File: config.mk
export PLATFORM = sky130hd
export DESIGN_NAME = duck_sprite_renderer
export DESIGN_NICKNAME = d
export VERILOG_FILES = /design/src/rtl/duck_sprite_pkg.sv /design/src/rtl/duck_sprite_anim_ctrl.sv /design/src/rtl/duck_sprite_renderer.sv
export SDC_FILE = /design/constraint.sdc
export NUM_CORES = 1
export LEC_CHECK = 0
export ABC_AREA = 1
export BUFFER_PORTS_ARGS = -buffer_cell sky130_fd_sc_hd__buf_2
export CORE_MARGIN = 5
export CORE_UTILIZATION = 40
export DETAILED_ROUTE_END_ITERATION = 7
export GPL_TIMING_DRIVEN = 0
export PLACE_DENSITY_LB_ADDON = 0.25
export SLEW_MARGIN = 5
export SYNTH_ARGS = -nofsm -noshare
export SYNTH_HDL_FRONTEND = slang
export SYNTH_SLANG_ARGS = --single-unit
File: constraint.sdc
create_clock -name vga_clk -period 4.1 [get_ports vga_clk]
set_input_delay 0.205 -clock vga_clk [delete_from_list [all_inputs] [get_ports vga_clk]]
set_output_delay 0.205 -clock vga_clk [all_outputs]
set_load 0.05 [all_outputs]
File: src/rtl/duck_sprite_pkg.sv
// Shared types, screen constants and the generated asset ROM/palette contents
// for the duck sprite layer.
package duck_sprite_pkg;

  localparam int SCREEN_W = 640;
  localparam int SCREEN_H = 480;
  localparam int COORD_W  = 10;

  typedef struct packed {
    logic [3:0] r;
    logic [3:0] g;
    logic [3:0] b;
  } rgb444_t;

  // Asset ROM content: colour index is the nibble-sum of the address (mod 16).
  function automatic logic [3:0] rom_index(input logic [15:0] addr);
    return addr[3:0] + addr[7:4] + addr[11:8] + addr[15:12];
  endfunction

  function automatic rgb444_t palette_color(input logic [3:0] idx);
    rgb444_t c;
    c.r = idx;
    c.g = 4'hF - idx;
    c.b = idx + {idx[2:0], 1'b0};
    return c;
  endfunction

endpackage

File: src/rtl/duck_sprite_anim_ctrl.sv
// Animation sequencer: counts frame_start pulses while enabled and steps the
// sprite frame index every FRAME_HOLD pulses, wrapping after the last frame.
module duck_sprite_anim_ctrl #(
  parameter int NUM_FRAMES = 4,
  parameter int FRAME_HOLD = 8,
  parameter int FRAME_W    = (NUM_FRAMES > 1) ? $clog2(NUM_FRAMES) : 1
) (
  input  logic               clk,
  input  logic               srst,
  input  logic               frame_start,
  input  logic               anim_en,
  output logic [FRAME_W-1:0] frame
);

  localparam int HOLD_W = (FRAME_HOLD > 1) ? $clog2(FRAME_HOLD) : 1;

  logic [HOLD_W-1:0]  hold_reg, hold_next;
  logic [FRAME_W-1:0] frame_reg, frame_next;

  always_comb begin
    hold_next  = hold_reg;
    frame_next = frame_reg;
    if (frame_start && anim_en) begin
      if (hold_reg == HOLD_W'(FRAME_HOLD - 1)) begin
        hold_next  = '0;
        frame_next = (frame_reg == FRAME_W'(NUM_FRAMES - 1)) ? '0 : frame_reg + 1'b1;
      end else begin
        hold_next = hold_reg + 1'b1;
      end
    end
  end

  always_ff @(posedge clk) begin
    if (srst) begin
      hold_reg  <= '0;
      frame_reg <= '0;
    end else begin
      hold_reg  <= hold_next;
      frame_reg <= frame_next;
    end
  end

  assign frame = frame_reg;

endmodule

File: src/rtl/duck_sprite_renderer.sv
// Positioned, power-of-2 scaled, animated sprite layer with RGB444 output.
// Optional macro DUCK_SPRITE_TRANSPARENCY_EN makes TRANSP_IDX pixels uncovered.
module duck_sprite_renderer
  import duck_sprite_pkg::*;
#(
  parameter int SPR_W      = 68,
  parameter int SPR_H      = 64,
  parameter int NUM_FRAMES = 4,
  parameter int SCALE_LOG2 = 1,
  parameter int FRAME_HOLD = 8,
  parameter int IDX_W      = 4,
  parameter int TRANSP_IDX = 0
) (
  input  logic               vga_clk,
  input  logic               reset,
  input  logic [COORD_W-1:0] DrawX,
  input  logic [COORD_W-1:0] DrawY,
  input  logic               blank,
  input  logic               frame_start,
  input  logic [COORD_W-1:0] sprite_x,
  input  logic [COORD_W-1:0] sprite_y,
  input  logic               sprite_en,
  input  logic               flip_x,
  input  logic               anim_en,
  output logic [3:0]         red,
  output logic [3:0]         green,
  output logic [3:0]         blue,
  output logic               pixel_valid
);

  localparam int BOX_W     = SPR_W << SCALE_LOG2;
  localparam int BOX_H     = SPR_H << SCALE_LOG2;
  localparam int FRAME_PIX = SPR_W * SPR_H;
  localparam int ADDR_W    = $clog2(NUM_FRAMES * FRAME_PIX);
  localparam int FRAME_W   = (NUM_FRAMES > 1) ? $clog2(NUM_FRAMES) : 1;
  localparam int CW1       = COORD_W + 1;
`ifdef DUCK_SPRITE_TRANSPARENCY_EN
  localparam bit TRANSP_EN = 1'b1;
`else
  localparam bit TRANSP_EN = 1'b0;
`endif

  logic [COORD_W-1:0] sx_reg, sy_reg;
  logic               en_reg, flip_reg;
  logic [FRAME_W-1:0] frame;
  logic [CW1-1:0]     dx, dy;
  logic [COORD_W-1:0] lx, ly, lx_f;
  logic               hit, hit_reg, hit_d_reg, opaque;
  logic [ADDR_W-1:0]  addr_next, addr_reg;
  logic [IDX_W-1:0]   rom_q_reg;
  rgb444_t            pal [16];
  rgb444_t            rgb_reg;
  logic               valid_reg;

  duck_sprite_anim_ctrl #(
    .NUM_FRAMES (NUM_FRAMES),
    .FRAME_HOLD (FRAME_HOLD),
    .FRAME_W    (FRAME_W)
  ) u_anim (
    .clk         (vga_clk),
    .srst        (reset),
    .frame_start (frame_start),
    .anim_en     (anim_en),
    .frame       (frame)
  );

  for (genvar gi = 0; gi < 16; gi++) begin : g_pal
    assign pal[gi] = palette_color(4'(gi));
  end

  // The extra MSB of dx/dy is the borrow: a pixel left of/above the box never wraps in.
  always_comb begin
    dx   = {1'b0, DrawX} - {1'b0, sx_reg};
    dy   = {1'b0, DrawY} - {1'b0, sy_reg};
    lx   = dx[COORD_W-1:0] >> SCALE_LOG2;
    ly   = dy[COORD_W-1:0] >> SCALE_LOG2;
    lx_f = flip_reg ? COORD_W'(SPR_W - 1) - lx : lx;
    hit  = en_reg && blank && !dx[COORD_W] && !dy[COORD_W]
           && (dx < CW1'(BOX_W)) && (dy < CW1'(BOX_H))
           && (DrawX < COORD_W'(SCREEN_W)) && (DrawY < COORD_W'(SCREEN_H));
    addr_next = ADDR_W'(frame) * ADDR_W'(FRAME_PIX)
              + ADDR_W'(ly) * ADDR_W'(SPR_W)
              + ADDR_W'(lx_f);
    opaque = hit_d_reg && (!TRANSP_EN || (rom_q_reg != IDX_W'(TRANSP_IDX)));
  end

  always_ff @(posedge vga_clk) begin
    if (reset) begin
      sx_reg    <= '0;
      sy_reg    <= '0;
      en_reg    <= 1'b0;
      flip_reg  <= 1'b0;
      hit_reg   <= 1'b0;
      addr_reg  <= '0;
      rom_q_reg <= '0;
      hit_d_reg <= 1'b0;
      rgb_reg   <= '0;
      valid_reg <= 1'b0;
    end else begin
      if (frame_start) begin
        sx_reg   <= sprite_x;
        sy_reg   <= sprite_y;
        en_reg   <= sprite_en;
        flip_reg <= flip_x;
      end
      hit_reg <= hit;
      if (hit) begin
        addr_reg <= addr_next;
      end
      // Registered ROM read, then palette lookup into the output register.
      rom_q_reg <= IDX_W'(rom_index(16'(addr_reg)));
      hit_d_reg <= hit_reg;
      valid_reg <= opaque;
      rgb_reg   <= opaque ? pal[4'(rom_q_reg)] : '0;
    end
  end

  assign red         = rgb_reg.r;
  assign green       = rgb_reg.g;
  assign blue        = rgb_reg.b;
  assign pixel_valid = valid_reg;

endmodule

==> results.cfg, run 1 <==
[sta]
maxClockFrequency_mhz = 246
timing.final.crit_share_pct = 99.2
timing_max_transition_violations_final = 0
fin_crit_ns = 4.07
setup_tns_ns = 0
rsz_0062_raised_after_global_routing = yes
timing_hold_violations_final = 0
timing.max_slew.rel_slack_pct = 63.0
setup_violations_final = 0
timing.clock.skew_ns = 0.00675
tightestPinTransition_ns = 0.556

[cts]
clk_latency_ns = 0.34
clock_tree.root_cell = sky130_fd_sc_hd__clkbuf_16
clock_tree_from_tritoncts = yes
clock_sinks = 60
number_of_buffers_inserted_during_clock_tree_synthesis = 9
hold_buffers = 0
cts_max_level = 3
cts_max_path_buffers = 2
clk_pin_slew_ns = 0.06

[route]
wl_met2_um = 5620
met3_length_um = 433
drt-pass1-iter-count = 4
remaining_drc_errors = 0
initialDrtViolationCount = 190
drt.antenna.violating_nets = 0
dr.max_layer_used = met4
total_vias_in_the_final_route = 4170
routedLengthMet1_um = 4960
routed_wl_um = 11200
route.detailed.vias_per_inst = 4.83
wl_per_cell_um = 13.0

[placement]
buffer_ports.inserted = 58
numPlacedInstances = 827
detailed_placement_wirelength_estimate_um = 8650
routabilityCongestion = 0.855

[critical_path]
crit_type = reg -> reg
cp.arrival_ns = 4.30
r2r-end = addr_reg[14]$_SDFFE_PP0P_
largest_incremental_delay_on_the_critical_path_ns = 0.54
r2r_start = sy_reg[3]$_SDFFE_PP0P_
worstSetupStartpointType = register
worstSetupEndpointType = register
slowest_stage_cell_crit_path = sky130_fd_sc_hd__fa_1
critPathRequiredTime_ns = 4.34
r2r.worst_path.cells = 28
worst-r2r-setup-slack_ns = 0.03
critical_path_peak_fanout = 5

[cells_and_area]
fraction_of_layout_cells_with_a_size_suffix_above_1_pct = 27.2
instances_no_fill = 864
synthToLayoutAreaGrowth_pct = 27.0
layout.nets = 831
layout.area.seq_sq_um = 1200
fill_cell_instance_count_of_the_final_layout = 1126
multi_input_comb_area_sq_um = 3240
antenna_cells = 0
largest_register_ff_count = 15
utilization_pct = 51.3

[logic_synthesis]
synth_top_area_share_pct = 26.3
netlist_top_cells_count = 109 x sky130_fd_sc_hd__nand2_1, 91 x sky130_fd_sc_hd__inv_1, 64 x sky130_fd_sc_hd__nor2_1
yosysSeqAreaShare_pct = 26.3
synth_async_sr_flop_share_pct = 0
synth_nets = 741
yosys-top-cells-area = sky130_fd_sc_hd__dfxtp_1 26%, sky130_fd_sc_hd__ha_1 15%, sky130_fd_sc_hd__nand2_1 8.9%
synth.ff_latch_count = 60
syn_area_per_cell_sq_um = 7.31
synth_ff_type = sky130_fd_sc_hd__dfxtp_1
synth_area_leader_cell = sky130_fd_sc_hd__dfxtp_1
synthDistinctLibCells = 36
post_synth_edffs = 0
number_of_standard_cells_after_synthesis = 626
post_synth_instance_area_sq_um = 4570
post-synth-top-count-cell = sky130_fd_sc_hd__nand2_1
ys_warn_count = 0

[power]
pleak_uw = 0.00283
power_per_cell_area_nw_per_um2 = 521
vdd_drop_max_mv = 0.322

[global_routing]
first_global_vias = 4083
gr-total-overflow = 0
antenna_found_initial = 0
wire_length_of_the_first_global_routing_pass_um = 18400
global_route_usage_over_all_layers_pct = 17.2
maximum_number_of_pins_on_one_net_before_global_route_repair = 13

[die]
dieHeight_um = 117
floorplan.rows = 39
floorplan.initialDensity_pct = 40.4
core_area_sq_um = 11300
pin_count = 60
die_area_sq_um = 13700
dieWidth_um = 117

[min_path]
worst_hold_path_type = in -> reg
min_delay_worst_endpoint = en_reg$_SDFFE_PP0P_
worst_min_delay_path_startpoint = sprite_en
min_delay_path_depth = 3

[run]
drv.max_cap_violation_count = 0

[outcome]
status = finished clean
cell usage in the layout (no fill, tap or decap), types with 4 or more instances in the layout:
master and n:
sky130_fd_sc_hd__inv_2 10, sky130_fd_sc_hd__a21oi_2 12, sky130_fd_sc_hd__nor2_2 15, sky130_fd_sc_hd__o21ai_0 38, sky130_fd_sc_hd__o21ai_1 6, sky130_fd_sc_hd__nand3_2 6
sky130_fd_sc_hd__nand2_1 98, sky130_fd_sc_hd__xor2_1 16, sky130_fd_sc_hd__clkbuf_1 10, sky130_fd_sc_hd__xnor2_1 10, sky130_fd_sc_hd__fa_1 9, sky130_fd_sc_hd__nand3_1 26
sky130_fd_sc_hd__ha_4 10, sky130_fd_sc_hd__inv_1 85, sky130_fd_sc_hd__a21oi_1 37, sky130_fd_sc_hd__buf_2 58, sky130_fd_sc_hd__clkbuf_16 9, sky130_fd_sc_hd__nand4_1 9
sky130_fd_sc_hd__ha_1 44, sky130_fd_sc_hd__dfxtp_1 58, sky130_fd_sc_hd__nor2_1 61, sky130_fd_sc_hd__nand2_2 19, sky130_fd_sc_hd__nand3b_1 4, sky130_fd_sc_hd__buf_4 23
routing by layer:
metal  vias up  GRT usage, %
met1      1874          19.7
met5         -             0
li1       2198             -
met3        15          4.52
met4         0          6.27
met2        83          30.6
final cells by class:
class / count / area share [%]
Buffer: 13 / 1.25
Tap cell: 143 / 3.08
Sequential cell: 60 / 20.7
Inverter: 97 / 6.27
Clock inverter: 7 / 1.29
Timing Repair Buffer: 79 / 7.71
Multi-Input combinational cell: 456 / 55.8
Clock buffer: 9 / 3.88
logic make-up after synthesis:
| group | count (synthesis) | share of synthesized area [%] |
|---|---|---|
| xor gates and xnor gates | 31 | 5.94 |
| adders and majority gates | 68 | 20.6 |
| and+or+nand+nor | 253 | 25.6 |
| DFF | 60 | 26.3 |
| AOI/OAI and AO/OA | 104 | 12.1 |
| buffers and inverters | 110 | 9.55 |
where the power goes:
group	leakage [uW]	internal (uW)	switching [uW]
Combinational	0.00220	736	910
Sequential	0.000490	600	6.42
Clock	0.000138	473	299
through the flow:
stage	setup slack, ns	hold slack (ns)	area, sq um	total power (uW)
4_1_cts	0.00390	0.0850	5520	2790
3_3_place_gp	-0.235	0.401	5040	1800
3_5_place_dp	-0.316	0.401	5040	1830
6_report	0.0337	0.0995	5810	3020
2_1_floorplan	0.134	0.340	4570	1580
5_1_grt	-0.199	0.108	5810	3260
critical path, delay by kind of cell, from the launching register on:
family          cells  cell delay, ns
fa+ha+maj           6            1.89
simple gates       13            0.97
flops               1            0.32
xor+xnor            2            0.30
compound gates      2            0.25
buf+inv             5            0.21
worst max-delay path by stage:
stage	cells after the start	start	end
global placement	31	DrawY[0]	addr_reg[14]$_SDFFE_PP0P_
finish	28	sy_reg[3]$_SDFFE_PP0P_	addr_reg[14]$_SDFFE_PP0P_
detailed placement	31	DrawY[0]	addr_reg[14]$_SDFFE_PP0P_
CTS	23	sx_reg[2]$_SDFFE_PP0P_	addr_reg[13]$_SDFFE_PP0P_
floorplan	26	sy_reg[3]$_SDFFE_PP0P_	addr_reg[14]$_SDFFE_PP0P_
global route	28	sy_reg[3]$_SDFFE_PP0P_	addr_reg[14]$_SDFFE_PP0P_
what timing repair did:
action	4_1_cts	5_1_grt
buffers inserted	7	14
endpoints found under the setup margin	5	5
pin swaps	10	33
resized for setup	24	42
(Power assumes the default switching activity.)
==> run 2: changes to the inputs <==
--- a/config.mk
+++ b/config.mk
@@ -6,9 +6,10 @@
 export NUM_CORES = 1
 export LEC_CHECK = 0
 export ABC_AREA = 1
-export BUFFER_PORTS_ARGS = -buffer_cell sky130_fd_sc_hd__buf_2
+export BUFFER_PORTS_ARGS = -buffer_cell sky130_fd_sc_hd__buf_4
 export CORE_MARGIN = 5
 export CORE_UTILIZATION = 40
+export CTS_CLUSTER_DIAMETER = 200
 export DETAILED_ROUTE_END_ITERATION = 7
 export GPL_TIMING_DRIVEN = 0
 export PLACE_DENSITY_LB_ADDON = 0.25
==> run 2 against run 1 <==
Fmax is 0.53% lower. Setup slack lost 0.022 ns. Final cell count down 0.69%. Critical endpoint unchanged. Largest power group unchanged. Highest routed layer unchanged.
==> results.cfg, run 2 (synthesis gave the netlist of run 1 again) <==
[sta]
tightestPinTransition_ns = 0.505
final_critical_path_setup_slack_ns = 0.0120
timing_hold_violations_final = 0
setup_violations_final = 0
setup_tns_ns = 0
rsz_0062_raised_after_global_routing = yes
whs_ns = 0.0975
fin_crit_ns = 4.09
timing.max_slew.rel_slack_pct = 66.3
timing.clock.skew_ns = 0.00894
timing.final.crit_share_pct = 99.7
timing_max_transition_violations_final = 0
maxClockFrequency_mhz = 245

[route]
wl_per_cell_um = 12.9
remaining_drc_errors = 0
initialDrtViolationCount = 141
drt.antenna.violating_nets = 0
total_vias_in_the_final_route = 4148
route.detailed.vias_per_inst = 4.83
drt-pass1-iter-count = 4
routed_wl_um = 11100

[placement]
numPlacedInstances = 827
routabilityCongestion = 0.842
detailed_placement_wirelength_estimate_um = 8470
post_dp_cell_area_sq_um = 5190
buffer_ports.inserted = 58
place_ws_ns = -0.307

[global_routing]
maximum_number_of_pins_on_one_net_before_global_route_repair = 12
first_global_vias = 4035
gr-total-overflow = 0
antenna_found_initial = 0
global_route_usage_over_all_layers_pct = 16.5
wire_length_of_the_first_global_routing_pass_um = 18100

[min_path]
worst_hold_path_type = in -> reg

[die]
pin_count = 60
die_area_sq_um = 13700
dieHeight_um = 117
floorplan.rows = 39
dieWidth_um = 117
floorplan.initialDensity_pct = 40.4
core_area_sq_um = 11300

[cells_and_area]
stdcell_area_sq_um = 5980
instances_no_fill = 858
largest_register_ff_count = 15
antenna_cells = 0
fraction_of_layout_cells_with_a_size_suffix_above_1_pct = 27.7
layout.nets = 825
most_common_cell_after_layout_fill_and_taps_aside = sky130_fd_sc_hd__nand2_1
final_cell_mix = 97 x sky130_fd_sc_hd__nand2_1, 83 x sky130_fd_sc_hd__inv_1, 75 x sky130_fd_sc_hd__buf_4
fill_cell_instance_count_of_the_final_layout = 1084
synthToLayoutAreaGrowth_pct = 30.7

[critical_path]
critPathTopFamily = adder cells
timing.critical_path.buf_inv = 5
worstSetupEndpointType = register
worstSetupStartpointType = register
critPathRequiredTime_ns = 4.33
critical_path_peak_fanout = 5
slowest_stage_cell_crit_path = sky130_fd_sc_hd__fa_1
largest_incremental_delay_on_the_critical_path_ns = 0.55
crit_type = reg -> reg
cp.arrival_ns = 4.32

[cts]
hold_buffers = 0
number_of_buffers_inserted_during_clock_tree_synthesis = 9
clk_latency_ns = 0.34
cts_max_path_buffers = 2
clock_sinks = 60
clock_tree_from_tritoncts = yes
cts_max_level = 3
clk_pin_slew_ns = 0.06
clock_tree.root_cell = sky130_fd_sc_hd__clkbuf_16

[power]
power_per_cell_area_nw_per_um2 = 511
pleak_uw = 0.00287
vdd_drop_max_mv = 0.255

[run]
drv.max_cap_violation_count = 0

[outcome]
status = finished clean
## run 2: cell types whose count changed in the layout (fill, tap and decap cells not counted), sizes merged
| cell | previous run | this run |
|---|---|---|
| clkinvlp | 3 | 2 |
| inv | 97 | 95 |
| bufinv | 1 | 2 |
| buf | 82 | 76 |
| clkinv | 3 | 4 |
| clkbuf | 19 | 20 |
## run 2: what timing repair did
action	CTS	global route
pin swaps	6	34
setup endpoints to repair	5	5
resized for setup	25	56
buffers inserted	1	14
hold endpoints to repair	0	0
## run 2: per-layer routing
layer	up-vias	global-route usage (%)	part of all wire, %
met2	93	29.3	50
met1	1862	20.1	43
met4	0	4.74	1.8
met5	-	0	0
met3	18	3.75	4.7
li1	2175	-	-
## run 2: through the flow
| step | power [uW] | utilization [%] |
|---|---|---|
| floorplan | 1580 | - |
| global placement | 1810 | 45.8 |
| detailed placement | 1840 | 45.8 |
| CTS | 2790 | 49.9 |
| global route | 3280 | 52.8 |
| finish | 3050 | 52.8 |
## run 2: worst register-to-register path: cells and delay by family (launching register included)
family	cells	cell delay (ns)
xor+xnor	1	0.15
simple gates	10	0.73
buf+inv	5	0.25
compound gates	4	0.50
fa+ha+maj	6	2.04
flops	1	0.31
## run 2: worst paths after layout
path                          start                   endpoint  slack, ns  cells past startpoint
max          sy_reg[3]$_SDFFE_PP0P_  addr_reg[14]$_SDFFE_PP0P_       0.01                     26
min                     sprite_x[0]     sx_reg[0]$_SDFFE_PP0P_        0.1                      3
max reg2reg  sy_reg[3]$_SDFFE_PP0P_  addr_reg[14]$_SDFFE_PP0P_       0.01                     26
min reg2reg      hit_reg$_SDFF_PP0_       hit_d_reg$_SDFF_PP0_       0.41                      2
## run 2: cell type report
| class | instances | area, sq um | area share [%] |
|---|---|---|---|
| Buffer | 13 | 72.6 | 1.21 |
| Clock buffer | 10 | 229 | 3.83 |
| Clock inverter | 6 | 88.8 | 1.49 |
| Inverter | 97 | 364 | 6.09 |
| Multi-Input combinational cell | 456 | 3290 | 55.0 |
| Sequential cell | 60 | 1210 | 20.2 |
| Tap cell | 143 | 179 | 2.99 |
| Timing Repair Buffer | 73 | 548 | 9.17 |
## run 2: report_power, final
group / switching, uW / total [uW] / internal [uW]
clock: 273 / 805 / 531
sequential: 6.84 / 608 / 601
combinational: 942 / 1640 / 697
total: 1220 / 3050 / 1830
